File: src/rtl/midi_note_parser.sv
// MIDI byte-stream decoder feeding the sine generator: Note On/Off and All Notes Off
// for one channel, monophonic last-note priority. Define MIDI_OMNI_EN to accept all channels.
module midi_note_parser #(
  parameter int unsigned CHANNEL = 0
) (
  input  logic       clk,
  input  logic       reset,
  input  logic       byte_valid,
  input  logic [7:0] byte_data,
  output logic [6:0] MIDI_note,
  output logic [6:0] volume,
  output logic       gate,
  output logic       note_strobe
);

  typedef enum logic [1:0] {
    NO_STATUS = 2'd0,
    WAIT_D1   = 2'd1,
    WAIT_D2   = 2'd2
  } state_t;

  localparam logic [3:0] LP_NOTE_OFF = 4'h8;
  localparam logic [3:0] LP_NOTE_ON  = 4'h9;
  localparam logic [3:0] LP_CTRL_CHG = 4'hB;
  localparam logic [6:0] LP_ALL_OFF  = 7'd123;

  state_t     r_state, w_state_nxt;
  logic [7:0] r_status, w_status_nxt;
  logic [6:0] r_d1, w_d1_nxt;
  logic [6:0] r_note, w_note_nxt;
  logic [6:0] r_vol, w_vol_nxt;
  logic       r_gate, w_gate_nxt;
  logic       r_strobe, w_strobe_nxt;

  logic       w_is_realtime;
  logic       w_is_system;
  logic       w_is_chan_status;
  logic       w_one_byte;
  logic       w_chan_match;
  logic       w_msg_done;
  logic [6:0] w_msg_d1;
  logic [6:0] w_msg_d2;
  logic [3:0] w_msg_type;

  assign w_is_realtime    = (byte_data[7:3] == 5'b11111);
  assign w_is_system      = (byte_data[7:3] == 5'b11110);
  assign w_is_chan_status = byte_data[7] && (byte_data[7:4] != 4'hF);

  // Program Change (0xC) and Channel Pressure (0xD) carry a single data byte.
  assign w_one_byte = (r_status[7:5] == 3'b110);
  assign w_msg_type = r_status[7:4];

`ifdef MIDI_OMNI_EN
  assign w_chan_match = 1'b1;
`else
  localparam logic [3:0] LP_CHANNEL = 4'(CHANNEL);
  assign w_chan_match = (r_status[3:0] == LP_CHANNEL);
`endif

  // First data byte comes straight off the bus for one-byte messages.
  assign w_msg_d1 = (r_state == WAIT_D1) ? byte_data[6:0] : r_d1;
  assign w_msg_d2 = byte_data[6:0];

  // Byte framing: running status, real-time transparency, system-byte abort.
  always_comb begin
    // NOTE: every comb output gets a default first so no path can infer a latch.
    w_state_nxt  = r_state;
    w_status_nxt = r_status;
    w_d1_nxt     = r_d1;
    w_msg_done   = 1'b0;

    if (byte_valid && !w_is_realtime) begin
      if (w_is_system) begin
        w_state_nxt  = NO_STATUS;
        w_status_nxt = 8'h00;
      end else if (w_is_chan_status) begin
        w_state_nxt  = WAIT_D1;
        w_status_nxt = byte_data;
      end else begin
        unique case (r_state)
          NO_STATUS: w_state_nxt = NO_STATUS;
          WAIT_D1: begin
            w_d1_nxt = byte_data[6:0];
            if (w_one_byte) begin
              w_msg_done = 1'b1;
            end else begin
              w_state_nxt = WAIT_D2;
            end
          end
          WAIT_D2: begin
            w_msg_done  = 1'b1;
            w_state_nxt = WAIT_D1;
          end
          default: w_state_nxt = NO_STATUS;
        endcase
      end
    end
  end

  // Message effect on the note/velocity/gate registers.
  always_comb begin
    w_note_nxt   = r_note;
    w_vol_nxt    = r_vol;
    w_gate_nxt   = r_gate;
    w_strobe_nxt = 1'b0;

    if (w_msg_done && w_chan_match) begin
      if ((w_msg_type == LP_NOTE_ON) && (w_msg_d2 != 7'd0)) begin
        w_note_nxt   = w_msg_d1;
        w_vol_nxt    = w_msg_d2;
        w_gate_nxt   = 1'b1;
        w_strobe_nxt = 1'b1;
      end else if ((w_msg_type == LP_NOTE_OFF) || (w_msg_type == LP_NOTE_ON)) begin
        // Only the currently sounding note can release the gate.
        if (r_gate && (w_msg_d1 == r_note)) begin
          w_gate_nxt   = 1'b0;
          w_strobe_nxt = 1'b1;
        end
      end else if ((w_msg_type == LP_CTRL_CHG) && (w_msg_d1 == LP_ALL_OFF)) begin
        if (r_gate) begin
          w_gate_nxt   = 1'b0;
          w_strobe_nxt = 1'b1;
        end
      end
    end
  end

  always_ff @(posedge clk or negedge reset) begin
    if (!reset) begin
      r_state  <= NO_STATUS;
      r_status <= 8'h00;
      r_d1     <= 7'd0;
      r_note   <= 7'd0;
      r_vol    <= 7'd0;
      r_gate   <= 1'b0;
      r_strobe <= 1'b0;
    end else begin
      // NOTE: non-blocking so every register samples pre-edge values of the others.
      r_state  <= w_state_nxt;
      r_status <= w_status_nxt;
      r_d1     <= w_d1_nxt;
      r_note   <= w_note_nxt;
      r_vol    <= w_vol_nxt;
      r_gate   <= w_gate_nxt;
      r_strobe <= w_strobe_nxt;
    end
  end

  assign MIDI_note   = r_note;
  assign volume      = r_vol;
  assign gate        = r_gate;
  assign note_strobe = r_strobe;

endmodule

File: config.mk
export PLATFORM = sky130hd
export DESIGN_NAME = midi_note_parser
export DESIGN_NICKNAME = d
export VERILOG_FILES = /design/src/rtl/midi_note_parser.sv
export SDC_FILE = /design/constraint.sdc
export NUM_CORES = 1
export LEC_CHECK = 0
export ABC_AREA = 1
export BUFFER_PORTS_ARGS = -buffer_cell sky130_fd_sc_hd__buf_2
export CORE_MARGIN = 10
export CORE_UTILIZATION = 39
export DETAILED_ROUTE_END_ITERATION = 16
export PLACE_DENSITY = 0.57
export SYNTH_ARGS = -nofsm -noshare
export SYNTH_HDL_FRONTEND = slang
export SYNTH_SLANG_ARGS = --single-unit
export TNS_END_PERCENT = 5
File: constraint.sdc
create_clock -name clk -period 2.53 [get_ports clk]
set_input_delay 0.1265 -clock clk [delete_from_list [all_inputs] [get_ports clk]]
set_output_delay 0.1265 -clock clk [all_outputs]
set_load 0.02 [all_outputs]
==> Word-level counts from Yosys, hierarchy flattened <==
Index checks and enable logic that the tools add are counted.
{ "totals": {"inputBits": 11, "output_inout_bits": 16, "wordCells": 61, "reg_bits": 33} }
{ "op_classes": {"mux": 22, "n_reduce_logical": 17, "bitwise": 2, "n_eq_ne": 13} }
{ "ops": {"columns": ["cell", "count"], "rows": [
  ["8-bit two-way mux", 2],
  ["1-bit two-way mux", 14],
  ["4-bit equality test (second input constant)", 3],
  ["5-bit equality test (second input constant)", 2],
  ["4-bit inequality test (second input constant)", 2],
  ["7-bit equality test", 1],
  ["7-bit equality test (second input constant)", 1],
  ["7-bit two-way mux", 1],
  ["7-bit nonzero test", 1],
  ["1-bit logical AND", 6],
  ["2-bit two-way mux", 3],
  ["2-bit AND reduction", 3],
  ["3-bit AND reduction", 2],
  ["4-bit logical NOT", 1],
  ["2-bit one-hot mux with 2 select lines", 1],
  ["3-bit equality test (second input constant)", 1],
  ["3-bit by 2-bit inequality test with 1-bit output (second input constant)", 1],
  ["3-bit nonzero test", 1],
  ["2-bit by 1-bit equality test with 1-bit output (second input constant)", 1],
  ["2-bit equality test (second input constant)", 1],
  ["1-bit NOT", 2],
  ["1-bit one-hot mux with 2 select lines", 1],
  ["2-bit nonzero test", 1],
  ["1-bit logical NOT", 1],
  ["1-bit logical OR", 1]
]} }

==> Logic depth before layout (Yosys ltp) <==
Gate-level depths: netlist (run 1).
{ "logic_depth": {"ltp_word": 8, "ltp_mapped": 16, "depth_no_buf": 15} }

==> Worst setup path before layout (run 1) <==
No wires, ideal clock.
{ "synth_timing": {"kind": "reg-to-reg", "startpoint": "register r_state[1]", "endpoint": "register r_vol[0], in the netlist volume[0]", "setup_time_ps": 117, "required_time_ps": 2413, "path_stages_with_launch": 12, "path_slack_ps": 826, "path_buffers": 2, "synth_period_minus_slack_ps": 1704, "arrival_ps": 1587, "path_cell_list": "dfrtp_1 -> inv_1 -> ha_1 -> buf_2 -> nand4_1 -> a21oi_1 -> nand2_4 -> nor2_8 -> inv_4 -> buf_6 -> nand2_1 -> nand2_1"} }
{ "synth_between": {"elab_chain_cells": 7, "word_cells_on_any_way": 8, "classes_between": "eq/ne: 2; mux: 4; reduce/logical: 2"} }
{ "synth_rtl": {"columns": ["element", "line_no", "text"], "rows": [
  ["start: declaration", "27", "state_t r_state, w_state_nxt;"],
  ["start signal: assignment", "139", "r_state <= w_state_nxt;"],
  ["2-bit equality test or 2-bit by 1-bit equality test with 1-bit output (tied branches)", "80", "unique case (r_state)"],
  ["1-bit one-hot mux with 2 select lines *", "80", null],
  ["1-bit two-way mux *", "76", "end else if (w_is_chan_status) begin"],
  ["1-bit two-way mux *", "73", "if (w_is_system) begin"],
  ["1-bit two-way mux *", "72", "if (byte_valid && !w_is_realtime) begin"],
  ["1-bit logical AND *", "107", "if (w_msg_done && w_chan_match) begin"],
  ["2-bit AND reduction (no source line) *", null, null],
  ["end signal: assignment", "143", "r_vol <= w_vol_nxt;"],
  ["end: declaration", "31", "logic [6:0] r_vol, w_vol_nxt;"]
]} }
Every way passes the cells marked *; elsewhere a longest branch is shown, timed or not.
A chain may end at the register's enable or synchronous reset.

==> Worst setup path in the final report (run 1) <==
{ "layout_timing": {"startpoint": "register r_state[1]", "endpoint": "register r_note[2], in the netlist MIDI_note[2]"} }
{ "layout_between": {"elab_chain_cells": 7, "word_cells_on_any_way": 9, "classes_between": "eq/ne: 2; mux: 5; reduce/logical: 2"} }
{ "layout_rtl": {"columns": ["element", "line_no", "text"], "rows": [
  ["2-bit equality test or 2-bit by 1-bit equality test with 1-bit output (tied branches)", "80, 61", null],
  ["1-bit one-hot mux with 2 select lines", "80", null],
  ["1-bit two-way mux", "76", null],
  ["1-bit two-way mux", "73", null],
  ["1-bit two-way mux", "72", null],
  ["1-bit logical AND", "107", null],
  ["2-bit AND reduction (no source line)", null, null],
  ["end signal: assignment", "142", "r_note <= w_note_nxt;"],
  ["end: declaration", "30", "logic [6:0] r_note, w_note_nxt;"]
]} }
Several ways; a longest one is shown, not always the timed one.

==> results by group, run 1 <==
Setup path
  – Crit start category: register
  – CP Max Fanout: 17
  – Critical Setup Path Class: reg -> reg
  – Crit path largest cell delay: 400 ps
  – CP Capture Type: register
  – Crit path max-delay cell type: dfrtp_1
  – CP arrival: 2210 ps
  – Worst r2r path cells: 8
  – Reg-to-Reg Start: r_state[1]$_DFFE_PN0P_
  – Buf/Inv on CP: 2
  – FF-to-FF End: MIDI_note[2]$_DFFE_PN0P_
  – Crit-path cells: inv_1 > ha_1 > nand4_1 > a21oi_1 > nand2_4 > nor2_8 > inv_4 > o21ai_0
  – CP required: 2730 ps
  – Critical path's top delay family: simple AND/OR/NAND/NOR gates
  – R2R Setup Slk: approximately 520 ps

Timing
  – Final TNS setup: 0 ps
  – Final Skew: 5.21 ps
  – Worst Tran Pin Value: about 750 ps
  – RSZ-0062 raised after global routing: no
  – Period utilisation layout: 79.4%
  – Final hold vios: 0
  – Final min period: 2010 ps
  – Top achievable clock speed: roughly 500 MHz
  – Setup Viol. Count Final: 0
  – Slew margin rel.: 50.1%
  – Final WS setup: 521 ps
  – Final Slew Violations: 0

Pwr
  – Pint: between 0.0009 and 0.001 W
  – Static leakage: 1.12 nW
  – Clock Power Share: 29.8%
  – Sequential share of power: 43.7%
  – Peak supply drop: 0.000306 V
  – Comb power frac: 26.6%
  – Sw Pwr: 0.000501 W
  – PwrDens: around 730 nW/µm²
  – Switching Share: 33.9%

Cells and area
  – Nets@finish: around 270
  – Fin cells: 308
  – Ant. Diodes: 0
  – Layout cells sized above 1: 18.0%
  – Util after Layout: 46.5%
  – Area growth syn-to-layout: 16.0%

Synthesis
  – Syn Nets: around 240
  – Synth top cells by count: nand2_1 (86), dfrtp_1 (33), inv_1 (25)
  – Synthesized flop and latch total: 33
  – Share of the synthesized area in the top cell type: 47.3%
  – Synth area leaders: dfrtp_1 (47%), nand2_1 (18%), inv_1 (5.4%)
  – Sequential element share of the synthesized area: 47.3%
  – Post-synth EDFFs: 0
  – Cell count after synthesis: between 200 and 250
  – Area leader, netlist: dfrtp_1
  – Library cells used by synthesis: 22
  – Syn Std Cell Area: 1750 µm²
  – Synth Warn #: 0
  – Most frequent cell after synthesis: nand2_1
  – Syn_area_per_cell: a little under 8 µm²
  – Asr flop ratio synth: 100%
  – Synth Flop Type: dfrtp_1

Die
  – FP Rows: 24
  – Initial core utilization: about two fifths
  – CORE AREA: 4350 µm²
  – Die W: 86.9 µm
  – Total die area: ~7600 µm²
  – # IOs: 27
  – Die span in y: 86.9 µm

Hold path
  – Min-Delay Startpoint: byte_data[1]
  – Hold Path Class: in -> reg
  – Hold endpoint: volume[1]$_DFFE_PN0P_
  – WHS Path Cells: 3

Route
  – Antenna-violating nets left: 0
  – Initial DRC Count: 104
  – Final WL: approximately 4200 µm
  – Per-cell routed wire length: 13.7 µm
  – First-pass detailed-route iteration total: 4
  – Routed vias/inst: between 4 and 5
  – Via Count: 1509
  – # DRC: 0

Job
  – MaxCap Viol Count: 0

Clock tree
  – Clock Latency Late Sink: 290 ps
  – Clock buffer count from CTS: 5
  – Post-CTS Setup Repair Bufs: 0
  – Post-CTS sizing: 0
  – Clock transition at path regs: 70 ps
  – H-tree Lvls: 2
  – CTS root buffer: clkbuf_8
  – CTS Sinks: 33
  – TritonCTS clock tree: yes
  – Max clock buf depth: 2
  – CTS Hold Bufs: 1

Global routing
  – Gr ovfl total: 0
  – Tot GR Track Use: between 10 and 15%
  – Number of global-route vias before repair: 1538
  – First-pass GRT wire length: 7460 µm
  – Initial antenna violation count: 0
  – Largest net degree at the start of global routing: 34

Run status
  – Status: complete, no violations

Placement
  – Pre-CTS setup slack: 485 ps
  – Post-detail-place hpwl: around 3200 µm
  – Dpl cells: 299
  – Port bufs: 26
  – Gpl congestion: between 0.7 and 0.8
## routing by layer
metal | global-route usage, % | vias up | wire length, µm
met4 | 4.42 | 0 | 68
met2 | 18.8 | 30 | 1880
li1 | - | 770 | -
met1 | 15.6 | 702 | 2030
met3 | 4.31 | 7 | 233
met5 | 0 | - | 0
## worst max-delay path by stage
stage,start,cells past startpoint,slack (ps),end
after floorplan,r_state[1]$_DFFE_PN0P_,11,830,volume[0]$_DFFE_PN0P_
after global placement,r_state[1]$_DFFE_PN0P_,9,550,MIDI_note[2]$_DFFE_PN0P_
after detailed placement,r_state[1]$_DFFE_PN0P_,8,490,MIDI_note[2]$_DFFE_PN0P_
after CTS,r_state[1]$_DFFE_PN0P_,8,460,MIDI_note[2]$_DFFE_PN0P_
after global routing,r_state[1]$_DFFE_PN0P_,13,260,gate$_DFFE_PN0P_
final,r_state[1]$_DFFE_PN0P_,8,520,MIDI_note[2]$_DFFE_PN0P_
## cell families after synthesis
family | after synthesis | synth area share (%)
buf+inv | 29 | 7.31
mux | 1 | 0.573
flops | 33 | 47.3
compound gates | 30 | 9.81
fa+ha+maj | 3 | 2.15
simple gates | 128 | 32.9
## worst register-to-register path, cell delays in order, from the launching register on
cell     delay, ps
dfrtp_1        400
inv_1           70
ha_1           330
nand4_1        170
a21oi_1        250
nand2_4        110
nor2_8         240
inv_4          140
o21ai_0        210
## metrics by stage
stage | total power [W] | cell area (µm²) | hold WS [ps]
floorplan | 0.000937 | 1750 | -169
detailed placement | 0.00105 | 1910 | 245
global route | 0.00160 | 2030 | 127
global placement | 0.00105 | 1910 | 244
finish | 0.00148 | 2030 | 118
CTS | 0.00150 | 2030 | 107
## layout by cell type, fill, tap and decap left out, types with 3 or more instances in the layout
cell,synthesis,final
nand3b_1,3,3
nor2_1,14,14
o21ai_2,3,3
nand2_2,4,4
a21oi_1,4,4
buf_2,1,26
clkbuf_8,0,7
a31oi_1,4,4
nand4_1,3,3
ha_1,3,3
o21ai_1,3,3
dfrtp_1,33,33
o21ai_0,15,15
inv_1,25,25
nand3_1,13,13
nand2_1,86,86
## registers in the layout (all words and copies together), names as in the netlist
name and count:
r_status 8, note_strobe 1, MIDI_note 7, r_d1 7, gate 1, volume 7
r_state 2
## power groups by stage
stage / clock network (W) / logic (W) / registers, W
floorplan: 0 / 0.000281 / 0.000656
global placement: 0 / 0.000389 / 0.000658
detailed placement: 0 / 0.000394 / 0.000655
CTS: 0.000456 / 0.000398 / 0.000646
global route: 0.000472 / 0.000467 / 0.000656
finish: 0.000440 / 0.000393 / 0.000646
## cell type report
cell class	instances	area, µm²
fill	443	2330
clock buffer	7	96.3
sequential	33	826
multi-input combinational	162	793
tap	52	65.1
clock inverter	1	5.00
inverter	26	100
timing repair buffer	27	140
(Power assumes the default switching activity.)
==> run 2: changes to the inputs <==
--- a/config.mk
+++ b/config.mk
@@ -5,12 +5,12 @@
 export SDC_FILE = /design/constraint.sdc
 export NUM_CORES = 1
 export LEC_CHECK = 0
-export ABC_AREA = 1
+export ABC_AREA = 0
 export BUFFER_PORTS_ARGS = -buffer_cell sky130_fd_sc_hd__buf_2
 export CORE_MARGIN = 10
 export CORE_UTILIZATION = 39
 export DETAILED_ROUTE_END_ITERATION = 16
-export PLACE_DENSITY = 0.57
+export PLACE_DENSITY = 0.58
 export SYNTH_ARGS = -nofsm -noshare
 export SYNTH_HDL_FRONTEND = slang
 export SYNTH_SLANG_ARGS = --single-unit
==> constraint.sdc (replaced) <==
create_clock -name clk -period 1.9 [get_ports clk]
set_input_delay 0.095 -clock clk [delete_from_list [all_inputs] [get_ports clk]]
set_output_delay 0.095 -clock clk [all_outputs]
set_load 0.02 [all_outputs]
==> run 2 against run 1 <==
Compared with the run above: via count is 14% lower; setup slack worse by 640 ps; die area fell by 4.2%; cell count fell by 22%; highest routed layer unchanged; largest power group unchanged; critical endpoint is now note_strobe$_DFF_PN0_; wire length is 1.1% lower; clock skew hardly changed; sequential power grew 38%; core utilization rose by 6.8 points; the flow now finishes with violations (setup timing); critical path type unchanged; sequential share of layout area fell by 2.5 points.
==> results by group, run 2 <==
Setup path
  – Critical path depth: 7 (-1)
  – Critical Setup Path Class: reg -> reg
  – CP Max Fanout: 4 (-13)
  – CP endpoint: note_strobe$_DFF_PN0_
  – CP Capture Type: register
  – Crit path largest cell delay: 440 ps (+40 ps)
  – Crit start category: register
  – Crit path launch: r_state[0]$_DFFE_PN0P_
  – CP required: 2090 ps (-640 ps)
  – FF-to-FF End: note_strobe$_DFF_PN0_
  – Critical path's top delay family: compound AO/OA/AOI/OAI gates
  – Crit path max-delay cell type: dfrtp_2
  – Worst r2r path cells: 7 (-1)
  – R2R Setup Slk: -120 ps (-640 ps)
  – CP arrival: 2210 ps (about the same)
  – Reg-to-Reg Start: r_state[0]$_DFFE_PN0P_
  – Crit-path cells: ha_4 > buf_16 > and4bb_1 > nand2_2 > a2111oi_4 > a21oi_1 > a311oi_2
  – Buf/Inv on CP: 1 (-1)

Pwr
  – Static leakage: 1.01 nW (-9.6%)
  – PwrDens: 1010 nW/µm² (+39%)
  – Peak supply drop: 0.000458 V (+50%)

Synthesis
  – Post-Synth Simple-Gate Area: 13.9% (-19 points)
  – Post-synthesis xor/xnor area fraction: 3.71% (+3.7 points)
  – Syn Nets: 164 (-31%)
  – Post-synthesis mux area share: 15.5% (+15 points)
  – Synth area leaders: dfrtp_1 (50%), mux2_2 (10%), o21ai_0 (4.8%)
  – Asr flop ratio synth: 100% (unchanged)
  – Post-synth EDFFs: 0 (unchanged)
  – Cell count after synthesis: 150 (-33%)
  – Synth top cells by count: dfrtp_1 (33), o21ai_0 (16), mux2_2 (15)
  – Library cells used by synthesis: 33 (+50%)
  – Synth Flop Type: dfrtp_1
  – Share of the synthesized area in the top cell type: 50.0% (+2.7 points)
  – Sequential element share of the synthesized area: 50.0% (+2.7 points)
  – Main combinational cell family by area after synthesis: multiplexers
  – Synthesized flop and latch total: 33 (unchanged)
  – Area fraction in compound gates after synthesis: 9.92% (+0.11 points)
  – Syn_area_per_cell: 11.0 µm² (+41%)
  – Most frequent cell after synthesis: dfrtp_1
  – Synth Warn #: 0 (unchanged)
  – Post-Synth Adder-Cell Area: 2.27% (+0.12 points)
  – Area leader, netlist: dfrtp_1
  – Syn Std Cell Area: 1650 µm² (-5.4%)

Timing
  – Period utilisation layout: 106% (+27 points)
  – Final Skew: 4.77 ps (-0.435 ps)
  – Min Hold Slack: 142 ps (+24.5 ps)
  – Final TNS setup: -197 ps (-197 ps)
  – Setup Viol. Count Final: 3 (+3)
  – Final WS setup: -117 ps (-638 ps)
  – Final min period: 2020 ps (+7.97 ps)
  – Final Slew Violations: 0 (unchanged)
  – Top achievable clock speed: 496 MHz (-0.40%)
  – Worst Tran Pin Value: 726 ps (-21.9 ps)
  – RSZ-0062 raised after global routing: yes
  – Slew margin rel.: 51.6% (+1.5 points)
  – Final hold vios: 0 (unchanged)

Clock tree
  – Clock Latency Late Sink: 280 ps (about the same)
  – Clock transition at path regs: 70 ps (about the same)
  – TritonCTS clock tree: yes
  – Max clock buf depth: 2 (unchanged)
  – H-tree Lvls: 2 (unchanged)
  – CTS root buffer: clkbuf_8
  – Clock buffer count from CTS: 5 (unchanged)
  – CTS Sinks: 33 (unchanged)

Placement
  – Post-detail-place hpwl: 2920 µm (-8.1%)
  – Dpl cells: 227 (-24%)
  – Port bufs: 26 (unchanged)
  – Gpl congestion: 0.778 (-1.6%)
  – Pre-CTS setup slack: -157 ps (-643 ps)

Global routing
  – Number of global-route vias before repair: 1412 (-8.2%)
  – Gr ovfl total: 0 (unchanged)
  – First-pass GRT wire length: 6900 µm (-7.5%)
  – Tot GR Track Use: 11.5% (-0.79 points)
  – Largest net degree at the start of global routing: 34 (unchanged)
  – Initial antenna violation count: 0 (unchanged)

Die
  – # IOs: 27 (unchanged)
  – Initial core utilization: 40.7% (+0.59 points)
  – CORE AREA: 4060 µm² (-6.8%)
  – Die span in y: 85.1 µm (-2.1%)
  – Total die area: 7240 µm² (-4.2%)
  – Die W: 85.1 µm (-2.1%)
  – FP Rows: 23 (-4.2%)

Cells and area
  – Nets@finish: 204 (-24%)
  – Largest register FFs: 8 (unchanged)
  – Most frequent cells in the layout: dfrtp_1 (32), buf_2 (26), mux2_2 (15)
  – Layout cells sized above 1: 39.8% (+22 points)
  – Most common cell after layout, fill and taps aside: dfrtp_1
  – Fin cells: 241 (-22%)
  – Ant. Diodes: 0 (unchanged)
  – Area growth syn-to-layout: 30.9%
  – Largest Register: r_status
  – Fillers: 360 (-19%)

Job
  – MaxCap Viol Count: 0 (unchanged)

Run status
  – Failing checks: setup timing
  – Status: finished with violations

Route
  – # DRC: 0 (unchanged)
  – First-pass detailed-route iteration total: 4 (unchanged)
  – Antenna-violating nets left: 0 (unchanged)
  – Routed vias/inst: 5.41 (+10%)
  – Per-cell routed wire length: 17.3 µm (+26%)
  – Via Count: 1304 (-14%)
  – Final WL: 4170 µm (-1.1%)
  – Initial DRC Count: 52 (-50%)

Hold path
  – Hold Path Class: in -> reg
[run 2: cell count changes in the layout (fill, tap and decap cells not counted), moves of 10 or more]
cell and delta:
nor2_1 -10, nand2_1 -75, nand3_1 -10, mux2_2 +15, inv_1 -17, buf_4 +10
[run 2: area by class of cell]
cell class,instances,area (µm²),area share (%)
timing repair buffer,40,274,12.7
clock inverter,1,30.0,1.39
multi-input combinational,100,845,39.1
inverter,10,37.5,1.74
clock buffer,7,86.3,3.99
sequential,33,827,38.3
tap,50,62.6,2.89
[run 2: per-stage QoR]
stage          total power, W  cell area, µm²  utilization [%]
6_report              0.00219            2160             53.3
5_1_grt               0.00229            2160             53.3
4_1_cts               0.00217            2120             52.3
3_5_place_dp          0.00136            1880             46.3
3_3_place_gp          0.00134            1880             46.3
2_1_floorplan         0.00119            1660                -
[run 2: worst min-delay path by stage]
stage | startpoint | to | slack [ps] | depth (start not counted)
finish | byte_data[2] | r_status[2]$_DFFE_PN0P_ | 140 | 3
global route | byte_data[2] | r_d1[2]$_DFFE_PN0P_ | 170 | 2
CTS | byte_data[2] | r_status[2]$_DFFE_PN0P_ | 140 | 3
detailed placement | reset | MIDI_note[4]$_DFFE_PN0P_ | 200 | 1
global placement | reset | MIDI_note[4]$_DFFE_PN0P_ | 190 | 1
floorplan | reset | MIDI_note[0]$_DFFE_PN0P_ | -200 | 0
[run 2: report_power, final]
part | switching, W | internal (W)
clock network | 0.000248 | 0.000427
logic | 0.000282 | 0.000338
registers | 0.0000910 | 0.000802
total | 0.000622 | 0.00157
[run 2: cell families after synthesis]
family                     after synthesis
adders and majority gates                3
buffers and inverters                   17
DFF                                     33
muxes                                   22
AOI/OAI and AO/OA                       26
and+or+nand+nor                         42
xor gates and xnor gates                 7
[run 2: worst reg2reg max path, delay by kind of cell, from the launching register on]
family | cells | cell delay [ps]
AOI/OAI and AO/OA | 3 | 780
buffers and inverters | 1 | 130
and+or+nand+nor | 2 | 370
DFF | 1 | 440
adders and majority gates | 1 | 200
[run 2: repair_timing]
action,in CTS,in global routing
hold buffers,1,0
gates resized for setup,13,8
cloned,1,0
pin swaps,8,1
endpoints found under the hold margin,33,0
setup buffers,3,1
endpoints found under the setup margin,11,16
[run 2: layer usage]
metal	up-vias	wire [µm]	GRT usage, %
li1	621	-	-
met1	647	1700	12.9
met2	31	2170	20.2
met3	5	249	3.73
met4	0	49	3.59
met5	-	0	0
